`src/rtl/muldiv_sequencer_pkg.sv`:
```
// rtl/muldiv_sequencer_pkg.sv - shared types and constants for the iterative M-extension unit
// Contents: funct3 opcode enum, FSM state enum, iteration counter width,
// and the preloaded results used by the divide-by-zero and signed-overflow fast paths.
package muldiv_pkg;

  localparam int MULDIV_DATA_WIDTH = 32;
  localparam int MULDIV_CNT_W      = $clog2(MULDIV_DATA_WIDTH);

  // Fast-path results (RISC-V defined values, no trap).
  localparam logic [31:0] MULDIV_DIV0_QUO = 32'hFFFF_FFFF;
  localparam logic [31:0] MULDIV_OVF_QUO  = 32'h8000_0000;
  localparam logic [31:0] MULDIV_OVF_REM  = 32'h0000_0000;

  typedef enum logic [2:0] {
    OP_MUL    = 3'b000,
    OP_MULH   = 3'b001,
    OP_MULHSU = 3'b010,
    OP_MULHU  = 3'b011,
    OP_DIV    = 3'b100,
    OP_DIVU   = 3'b101,
    OP_REM    = 3'b110,
    OP_REMU   = 3'b111
  } muldiv_op_e;

  typedef enum logic [1:0] {
    IDLE = 2'd0,
    CALC = 2'd1,
    FIX  = 2'd2,
    DONE = 2'd3
  } muldiv_state_e;

endpackage

```
`src/rtl/muldiv_sequencer_if.sv`:
```
// rtl/muldiv_sequencer_if.sv - request/response bundle between execute stage and the mul/div unit
// master: execute stage (drives start_i, op_i, src_a_i, src_b_i, flush_i)
// slave : muldiv_sequencer (drives busy_o, done_o, result_o)
interface muldiv_sequencer_if #(
  parameter int DATA_WIDTH    = 32,
  parameter int OPCODE_LENGTH = 3
);

  logic                     start_i;
  logic [OPCODE_LENGTH-1:0] op_i;
  logic [DATA_WIDTH-1:0]    src_a_i;
  logic [DATA_WIDTH-1:0]    src_b_i;
  logic                     flush_i;
  logic                     busy_o;
  logic                     done_o;
  logic [DATA_WIDTH-1:0]    result_o;

  modport master (
    output start_i, op_i, src_a_i, src_b_i, flush_i,
    input  busy_o, done_o, result_o
  );

  modport slave (
    input  start_i, op_i, src_a_i, src_b_i, flush_i,
    output busy_o, done_o, result_o
  );

endinterface

```
`src/rtl/muldiv_sequencer.sv`:
```
// rtl/muldiv_sequencer.sv - iterative RV32M multiply/divide unit (shift-add / restoring divide)
// Ports: clk, reset (sync, active-high); bus (slave): start_i, op_i (funct3),
// src_a_i/src_b_i (rs1/rs2, latched at accept), flush_i (abort), busy_o (state != IDLE),
// done_o (one cycle, state DONE), result_o (registered, held until next accept).
module muldiv_sequencer
  import muldiv_pkg::*;
#(
  parameter int DATA_WIDTH    = MULDIV_DATA_WIDTH,
  parameter int OPCODE_LENGTH = 3
) (
  input  logic              clk,
  input  logic              reset,
  muldiv_sequencer_if.slave bus
);

  localparam int W     = DATA_WIDTH;
  localparam int CNT_W = $clog2(DATA_WIDTH);
  localparam logic [W-1:0] DIV0_QUO = W'(MULDIV_DIV0_QUO);
  localparam logic [W-1:0] MIN_NEG  = W'(MULDIV_OVF_QUO);
  localparam logic [W-1:0] OVF_REM  = W'(MULDIV_OVF_REM);

  muldiv_state_e            state_q, state_d;
  muldiv_op_e               op_q, op_d, op_in;
  logic [OPCODE_LENGTH-1:0] op_raw;
  logic [W-1:0]             a_q, a_d, b_q, b_d, result_q, result_d;
  logic [2*W-1:0]           acc_q, acc_d;
  logic [CNT_W-1:0]         cnt_q, cnt_d;
  logic                     neg_q, neg_q_d, neg_r, neg_r_d;

  logic                     a_signed, b_signed, neg_a, neg_b, div0, ovf;
  logic [W-1:0]             mag_a, mag_b;
  logic [W:0]               mul_sum, rem_sh, trial;
  logic [2*W-1:0]           prod_fix;
  logic [W-1:0]             quo_fix, rem_fix, fix_val;

  // Operand intake: MUL keeps raw operands since its low word is sign-agnostic.
  assign op_raw   = bus.op_i;
  assign op_in    = muldiv_op_e'(op_raw[2:0]);
  assign a_signed = (op_in == OP_MULH) || (op_in == OP_MULHSU) || (op_in == OP_DIV) || (op_in == OP_REM);
  assign b_signed = (op_in == OP_MULH) || (op_in == OP_DIV) || (op_in == OP_REM);
  assign neg_a    = a_signed & bus.src_a_i[W-1];
  assign neg_b    = b_signed & bus.src_b_i[W-1];
  assign mag_a    = neg_a ? -bus.src_a_i : bus.src_a_i;
  assign mag_b    = neg_b ? -bus.src_b_i : bus.src_b_i;
  assign div0     = op_raw[2] && (bus.src_b_i == '0);
  assign ovf      = ((op_in == OP_DIV) || (op_in == OP_REM)) &&
                    (bus.src_a_i == MIN_NEG) && (bus.src_b_i == '1);

  // One iteration: carry-keeping add for multiply, 33-bit trial subtract for divide.
  assign mul_sum  = {1'b0, acc_q[2*W-1:W]} + (b_q[0] ? {1'b0, a_q} : '0);
  assign rem_sh   = {acc_q[2*W-1:W], a_q[W-1]};
  assign trial    = rem_sh - {1'b0, b_q};

  assign prod_fix = neg_q ? -acc_q : acc_q;
  assign quo_fix  = neg_q ? -acc_q[W-1:0] : acc_q[W-1:0];
  assign rem_fix  = neg_r ? -acc_q[2*W-1:W] : acc_q[2*W-1:W];

  always_comb begin
    fix_val = acc_q[W-1:0];
    unique case (op_q)
      OP_MUL:                       fix_val = acc_q[W-1:0];
      OP_MULH, OP_MULHSU, OP_MULHU: fix_val = prod_fix[2*W-1:W];
      OP_DIV, OP_DIVU:              fix_val = quo_fix;
      OP_REM, OP_REMU:              fix_val = rem_fix;
      default:                      fix_val = acc_q[W-1:0];
    endcase
  end

  always_comb begin
    state_d  = state_q;
    op_d     = op_q;
    a_d      = a_q;
    b_d      = b_q;
    acc_d    = acc_q;
    cnt_d    = cnt_q;
    neg_q_d  = neg_q;
    neg_r_d  = neg_r;
    result_d = result_q;
    unique case (state_q)
      IDLE: begin
        if (bus.start_i && !bus.flush_i) begin
          op_d  = op_in;
          cnt_d = '0;
          if (div0) begin
            // Preload {rem, quo} so FIX passes them through unchanged.
            state_d = FIX;
            acc_d   = {bus.src_a_i, DIV0_QUO};
            neg_q_d = 1'b0;
            neg_r_d = 1'b0;
          end else if (ovf) begin
            state_d = FIX;
            acc_d   = {OVF_REM, MIN_NEG};
            neg_q_d = 1'b0;
            neg_r_d = 1'b0;
          end else begin
            state_d = CALC;
            acc_d   = '0;
            a_d     = mag_a;
            b_d     = mag_b;
            neg_q_d = neg_a ^ neg_b;
            neg_r_d = neg_a;
          end
        end
      end
      CALC: begin
        if (bus.flush_i) begin
          state_d = IDLE;
        end else begin
          if (op_q[2]) begin
            // Dividend bits stream in from a_q's MSB into the remainder half.
            a_d = a_q << 1;
            if (!trial[W]) acc_d = {trial[W-1:0], acc_q[W-2:0], 1'b1};
            else           acc_d = {rem_sh[W-1:0], acc_q[W-2:0], 1'b0};
          end else begin
            b_d   = b_q >> 1;
            acc_d = {mul_sum, acc_q[W-1:1]};
          end
          cnt_d = cnt_q + 1'b1;
          if (cnt_q == CNT_W'(W - 1)) state_d = FIX;
        end
      end
      FIX: begin
        if (bus.flush_i) begin
          state_d = IDLE;
        end else begin
          result_d = fix_val;
          state_d  = DONE;
        end
      end
      DONE:    state_d = IDLE;
      default: state_d = IDLE;
    endcase
  end

  always_ff @(posedge clk) begin
    if (reset) begin
      state_q  <= IDLE;
      op_q     <= OP_MUL;
      a_q      <= '0;
      b_q      <= '0;
      acc_q    <= '0;
      cnt_q    <= '0;
      neg_q    <= 1'b0;
      neg_r    <= 1'b0;
      result_q <= '0;
    end else begin
      state_q  <= state_d;
      op_q     <= op_d;
      a_q      <= a_d;
      b_q      <= b_d;
      acc_q    <= acc_d;
      cnt_q    <= cnt_d;
      neg_q    <= neg_q_d;
      neg_r    <= neg_r_d;
      result_q <= result_d;
    end
  end

  assign bus.busy_o   = (state_q != IDLE);
  assign bus.done_o   = (state_q == DONE);
  assign bus.result_o = result_q;

endmodule

```
`src/flat_wrapper.sv`:
```
// flat-port wrapper written by rule: the top's interface ports become plain ports
module muldiv_sequencer_flat import muldiv_pkg::*;
#(
  parameter int DATA_WIDTH    = MULDIV_DATA_WIDTH,
  parameter int OPCODE_LENGTH = 3
)
  (clk, reset, bus_start_i, bus_op_i, bus_src_a_i, bus_src_b_i, bus_flush_i, bus_busy_o, bus_done_o, bus_result_o);
  muldiv_sequencer_if #(.DATA_WIDTH(DATA_WIDTH), .OPCODE_LENGTH(OPCODE_LENGTH)) bus_i ();
  input  logic clk;
  input  logic reset;
  input wire logic [$bits(bus_i.start_i)-1:0] bus_start_i;
  input wire logic [$bits(bus_i.op_i)-1:0] bus_op_i;
  input wire logic [$bits(bus_i.src_a_i)-1:0] bus_src_a_i;
  input wire logic [$bits(bus_i.src_b_i)-1:0] bus_src_b_i;
  input wire logic [$bits(bus_i.flush_i)-1:0] bus_flush_i;
  output wire logic [$bits(bus_i.busy_o)-1:0] bus_busy_o;
  output wire logic [$bits(bus_i.done_o)-1:0] bus_done_o;
  output wire logic [$bits(bus_i.result_o)-1:0] bus_result_o;
  assign bus_i.start_i = bus_start_i;
  assign bus_i.op_i = bus_op_i;
  assign bus_i.src_a_i = bus_src_a_i;
  assign bus_i.src_b_i = bus_src_b_i;
  assign bus_i.flush_i = bus_flush_i;
  assign bus_busy_o = bus_i.busy_o;
  assign bus_done_o = bus_i.done_o;
  assign bus_result_o = bus_i.result_o;
  muldiv_sequencer #(.DATA_WIDTH(DATA_WIDTH), .OPCODE_LENGTH(OPCODE_LENGTH)) u_core (.clk(clk), .reset(reset), .bus(bus_i));
endmodule
```
`config.mk`:
```
export PLATFORM = sky130hd
export DESIGN_NAME = muldiv_sequencer_flat
export DESIGN_NICKNAME = d
export VERILOG_FILES = /design/src/rtl/muldiv_sequencer_pkg.sv /design/src/rtl/muldiv_sequencer_if.sv /design/src/rtl/muldiv_sequencer.sv /design/src/flat_wrapper.sv
export SDC_FILE = /design/constraint.sdc
export NUM_CORES = 1
export LEC_CHECK = 0
export ABC_AREA = 0
export CORE_ASPECT_RATIO = 1.5
export CORE_MARGIN = 8
export CORE_UTILIZATION = 40
export CTS_BUF_LIST = sky130_fd_sc_hd__clkbuf_4 sky130_fd_sc_hd__clkbuf_8
export DETAILED_ROUTE_END_ITERATION = 12
export DONT_BUFFER_PORTS = 1
export PLACE_DENSITY = 0.55
export REMOVE_ABC_BUFFERS = 1
export SKIP_CTS_REPAIR_TIMING = 1
export SLEW_MARGIN = 20
export SYNTH_ARGS = -nofsm -noshare
export SYNTH_HDL_FRONTEND = slang
export SYNTH_SLANG_ARGS = --single-unit
```
`constraint.sdc`:
```
create_clock -name clk -period 3.6 [get_ports clk]
set_input_delay 0.36 -clock clk [delete_from_list [all_inputs] [get_ports clk]]
set_output_delay 0.36 -clock clk [all_outputs]
set_load 0.02 [all_outputs]
```
==> impl_metrics.env <==
export IMPL_antenna_found_initial=2
export IMPL_grt_max_degree=134
export IMPL_reg2reg_to="u_core.bus.result_o[1]"
export IMPL_nFillCells=4158
export IMPL_maxCapViolations=0
export IMPL_synthCells=2260
export IMPL_synthArstFlopShare_pct=0
export IMPL_fin_total_pwr_mw=5.76
export IMPL_io_buffers=0
export IMPL_die_h_um=260
export IMPL_cts_buffer_depth=2
export IMPL_reg2reg_slack_ns=0.09
export IMPL_crit_end="u_core.bus.result_o[1]"
export IMPL_rsz0062_at_grt="no"
export IMPL_viasPerCell=6.25
export IMPL_routedWlPerCell_um=23.9
export IMPL_multi_input_area_um2=11600
export IMPL_required_ns=4.05
export IMPL_dieArea_um2=46500
export IMPL_drc_errors=0
export IMPL_synth_cell_types=78
export IMPL_p_per_area_nw_per_um2=332
export IMPL_cp_slowest_cell="or4_4"
export IMPL_vias=17200
export IMPL_cts_root_buffer="clkbuf_8"
export IMPL_dpl_hpwl_mm=50.3
export IMPL_yosys_warnings=0
export IMPL_routed_wl_mm=65.7
export IMPL_ios=105
export IMPL_critical_path_cell_chain="or4_4 > or4_4 > nor4_4 > nand3_1 > o21ai_0 > xnor2_1 > o21ai_0 > o211ai_1 > a21oi_1"
export IMPL_final_layout_size_suffix_gt1_share_pct=10.0
export IMPL_end_kind="flip-flop"
export IMPL_synth_ff_latch_count=172
export IMPL_min_period_ns=3.51
export IMPL_clock_skew_ns=0.0223
export IMPL_hold_violations=0
export IMPL_dr_pass1_iters=8
export IMPL_htree_levels=4
export IMPL_cts_buffers=17
export IMPL_synth_edf_count=0
export IMPL_die_x_um=179
export IMPL_cts_sinks=172
export IMPL_hold_path_class="input port to flip-flop"
export IMPL_gp_congestion=0.966
export IMPL_area_growth_pct=9.24
export IMPL_grt_usage_pct=27.4
export IMPL_crit_path_start="u_core.acc_q[16]"
export IMPL_grt_pass1_wl_mm=97.5
export IMPL_ir_drop_uv=203
export IMPL_switching_power_mw=2.35
export IMPL_ys_flop_type="dfxtp_1"
export IMPL_ant_nets=0
export IMPL_p_sw_share_pct=40.7
export IMPL_drt_iter0_markers=1333
export IMPL_final_max_slew_viol_count=0
export IMPL_clkSlewWorstSetupHoldPaths_ns=0.11
export IMPL_core_area_um2=39300
export IMPL_cts_tree="built"
export IMPL_maxSlewHeadroom_pct=37.6
export IMPL_max_freq_mhz=285
export IMPL_leakagePower_nw=6.72
export IMPL_power_combinational_fraction_pct=39.2
export IMPL_critPathLaunchType="flip-flop"
export IMPL_tightest_slew_ns=0.935
export IMPL_mostFrequentLayoutCell="nor2_1"
export IMPL_initial_core_util_pct=40.5
export IMPL_final_setup_viol_count=0
export IMPL_final_nets=2378
export IMPL_clock_latency_ns=0.53
export IMPL_holdWs_ns=0.00641
export IMPL_seq_area_um2=3450
export IMPL_rows=89
export IMPL_outcome="complete, no violations"
export IMPL_layout_common_cells="nor2_1 (286), a21oi_1 (265), nand2_1 (176)"
export IMPL_grt_pass1_vias=16800
export IMPL_synth_area_um2=15900
export IMPL_seqPwrFrac_pct=36.3
export IMPL_worstReg2RegStart="u_core.acc_q[16]"
export IMPL_critPathArrivalTime_ns=3.96
export IMPL_path_class="flip-flop to flip-flop"
export IMPL_cpPeakStageDelay_ns=0.60
export IMPL_intPower_mw=3.41
export IMPL_clockPowerShare_pct=24.5
export IMPL_overflow=0
export IMPL_worstPathMaxFanout=8
export IMPL_seq_area_frac_synth_pct=21.7
export IMPL_avgSynthCellArea_um2=7.04
export IMPL_fin_crit_sh_pct=97.5
export IMPL_reg2reg_depth=9
## routing by layer
metal	vias to the layer above	track usage (%)	share of wire, %
li1	8152	-	-
met2	582	50.6	53
met4	0	19.5	7.4
met3	228	4.15	4.4
met1	8196	27.3	36
met5	-	0	0
## power by group through the flow
stage	registers [mW]	logic, mW	clock network, mW
2_1_floorplan	2.13	1.43	0
3_3_place_gp	2.13	2.18	0
3_5_place_dp	2.13	2.18	0
4_1_cts	2.09	2.19	1.45
5_1_grt	2.10	2.44	1.51
6_report	2.09	2.26	1.41
## worst max-delay path, delay by kind of cell, from the launching register on
kind	cells	cell delay [ns]
simple gates	4	1.75
compound gates	4	1.12
flops	1	0.44
xor+xnor	1	0.12
## metrics by stage
stage	util, %	instance area (um^2)	worst slack, ns	cells	setup TNS, ns
3_5_place_dp	43.0	16900	-0.0956	2711	-0.0956
5_1_grt	44.2	17400	0.00223	2747	0
6_report	44.2	17400	0.0915	2747	0
4_1_cts	44.0	17300	-0.115	2743	-0.115
2_1_floorplan	-	15200	-3.54	2079	-374.65
3_3_place_gp	43.0	16900	-0.0660	2711	-0.0660
## registers in the layout (all words and copies together), names as in the netlist
register,count
u_core.a_q,32
u_core.acc_q,64
u_core.b_q,32
u_core.bus.result_o,32
u_core.cnt_q,5
u_core.neg_q,1
u_core.neg_r,1
u_core.op_q,3
u_core.state_q,2
## worst min-delay path by stage
| stage | slack (ns) | startpoint | end | cells past startpoint |
|---|---|---|---|---|
| 6_report | 0.006 | bus_op_i[2] | u_core.op_q[2] | 2 |
| 5_1_grt | 0.0006 | reset | u_core.acc_q[61] | 2 |
| 4_1_cts | -0.12 | bus_flush_i | u_core.state_q[0] | 1 |
| 3_5_place_dp | 0.44 | bus_flush_i | u_core.state_q[0] | 1 |
| 3_3_place_gp | 0.44 | bus_flush_i | u_core.state_q[0] | 1 |
| 2_1_floorplan | 0.43 | reset | u_core.acc_q[31] | 1 |
## area by class of cell
type / instances / share of cell area [%]
Multi-Input combinational cell: 1846 / 66.8
Sequential cell: 172 / 19.8
Timing Repair Buffer: 135 / 6.27
Tap cell: 500 / 3.60
Clock buffer: 19 / 1.47
Inverter: 61 / 1.32
Clock inverter: 13 / 0.670
Antenna cell: 1 / 0.0144
## kinds of logic (layout without fill, tap and decap cells)
family | Yosys count | count (layout) | synth area share [%]
mux | 53 | 53 | 3.43
flops | 172 | 172 | 21.7
fa+ha+maj | 74 | 74 | 5.92
simple gates | 766 | 766 | 22.7
other cells | 0 | 1 | 0
xor+xnor | 179 | 179 | 9.86
buf+inv | 242 | 228 | 5.88
compound gates | 774 | 774 | 30.6
## Yosys cell counts, types with 18 or more instances
cell type / number / area share [%]
mux2i_1: 41 / 2.6
nand3_1: 41 / 1.3
o21ai_0: 153 / 4.8
and2_1: 44 / 1.7
a31oi_1: 35 / 1.4
or3_1: 18 / 0.71
nand4_1: 28 / 1.1
a21o_1: 33 / 1.6
a21oi_1: 266 / 8.4
o31ai_1: 23 / 1.1
nor3_1: 55 / 1.7
nor2_1: 287 / 6.8
nor4_1: 24 / 0.94
ha_1: 72 / 5.7
dfxtp_1: 172 / 22
nand2b_1: 18 / 0.71
clkbuf_1: 153 / 3.6
nand2_1: 178 / 4.2
inv_1: 61 / 1.4
xnor2_1: 91 / 5.0
o211ai_1: 26 / 1.2
a211oi_1: 111 / 5.2
xor2_1: 88 / 4.8
No activity file was read; power rests on OpenSTA's default activity.
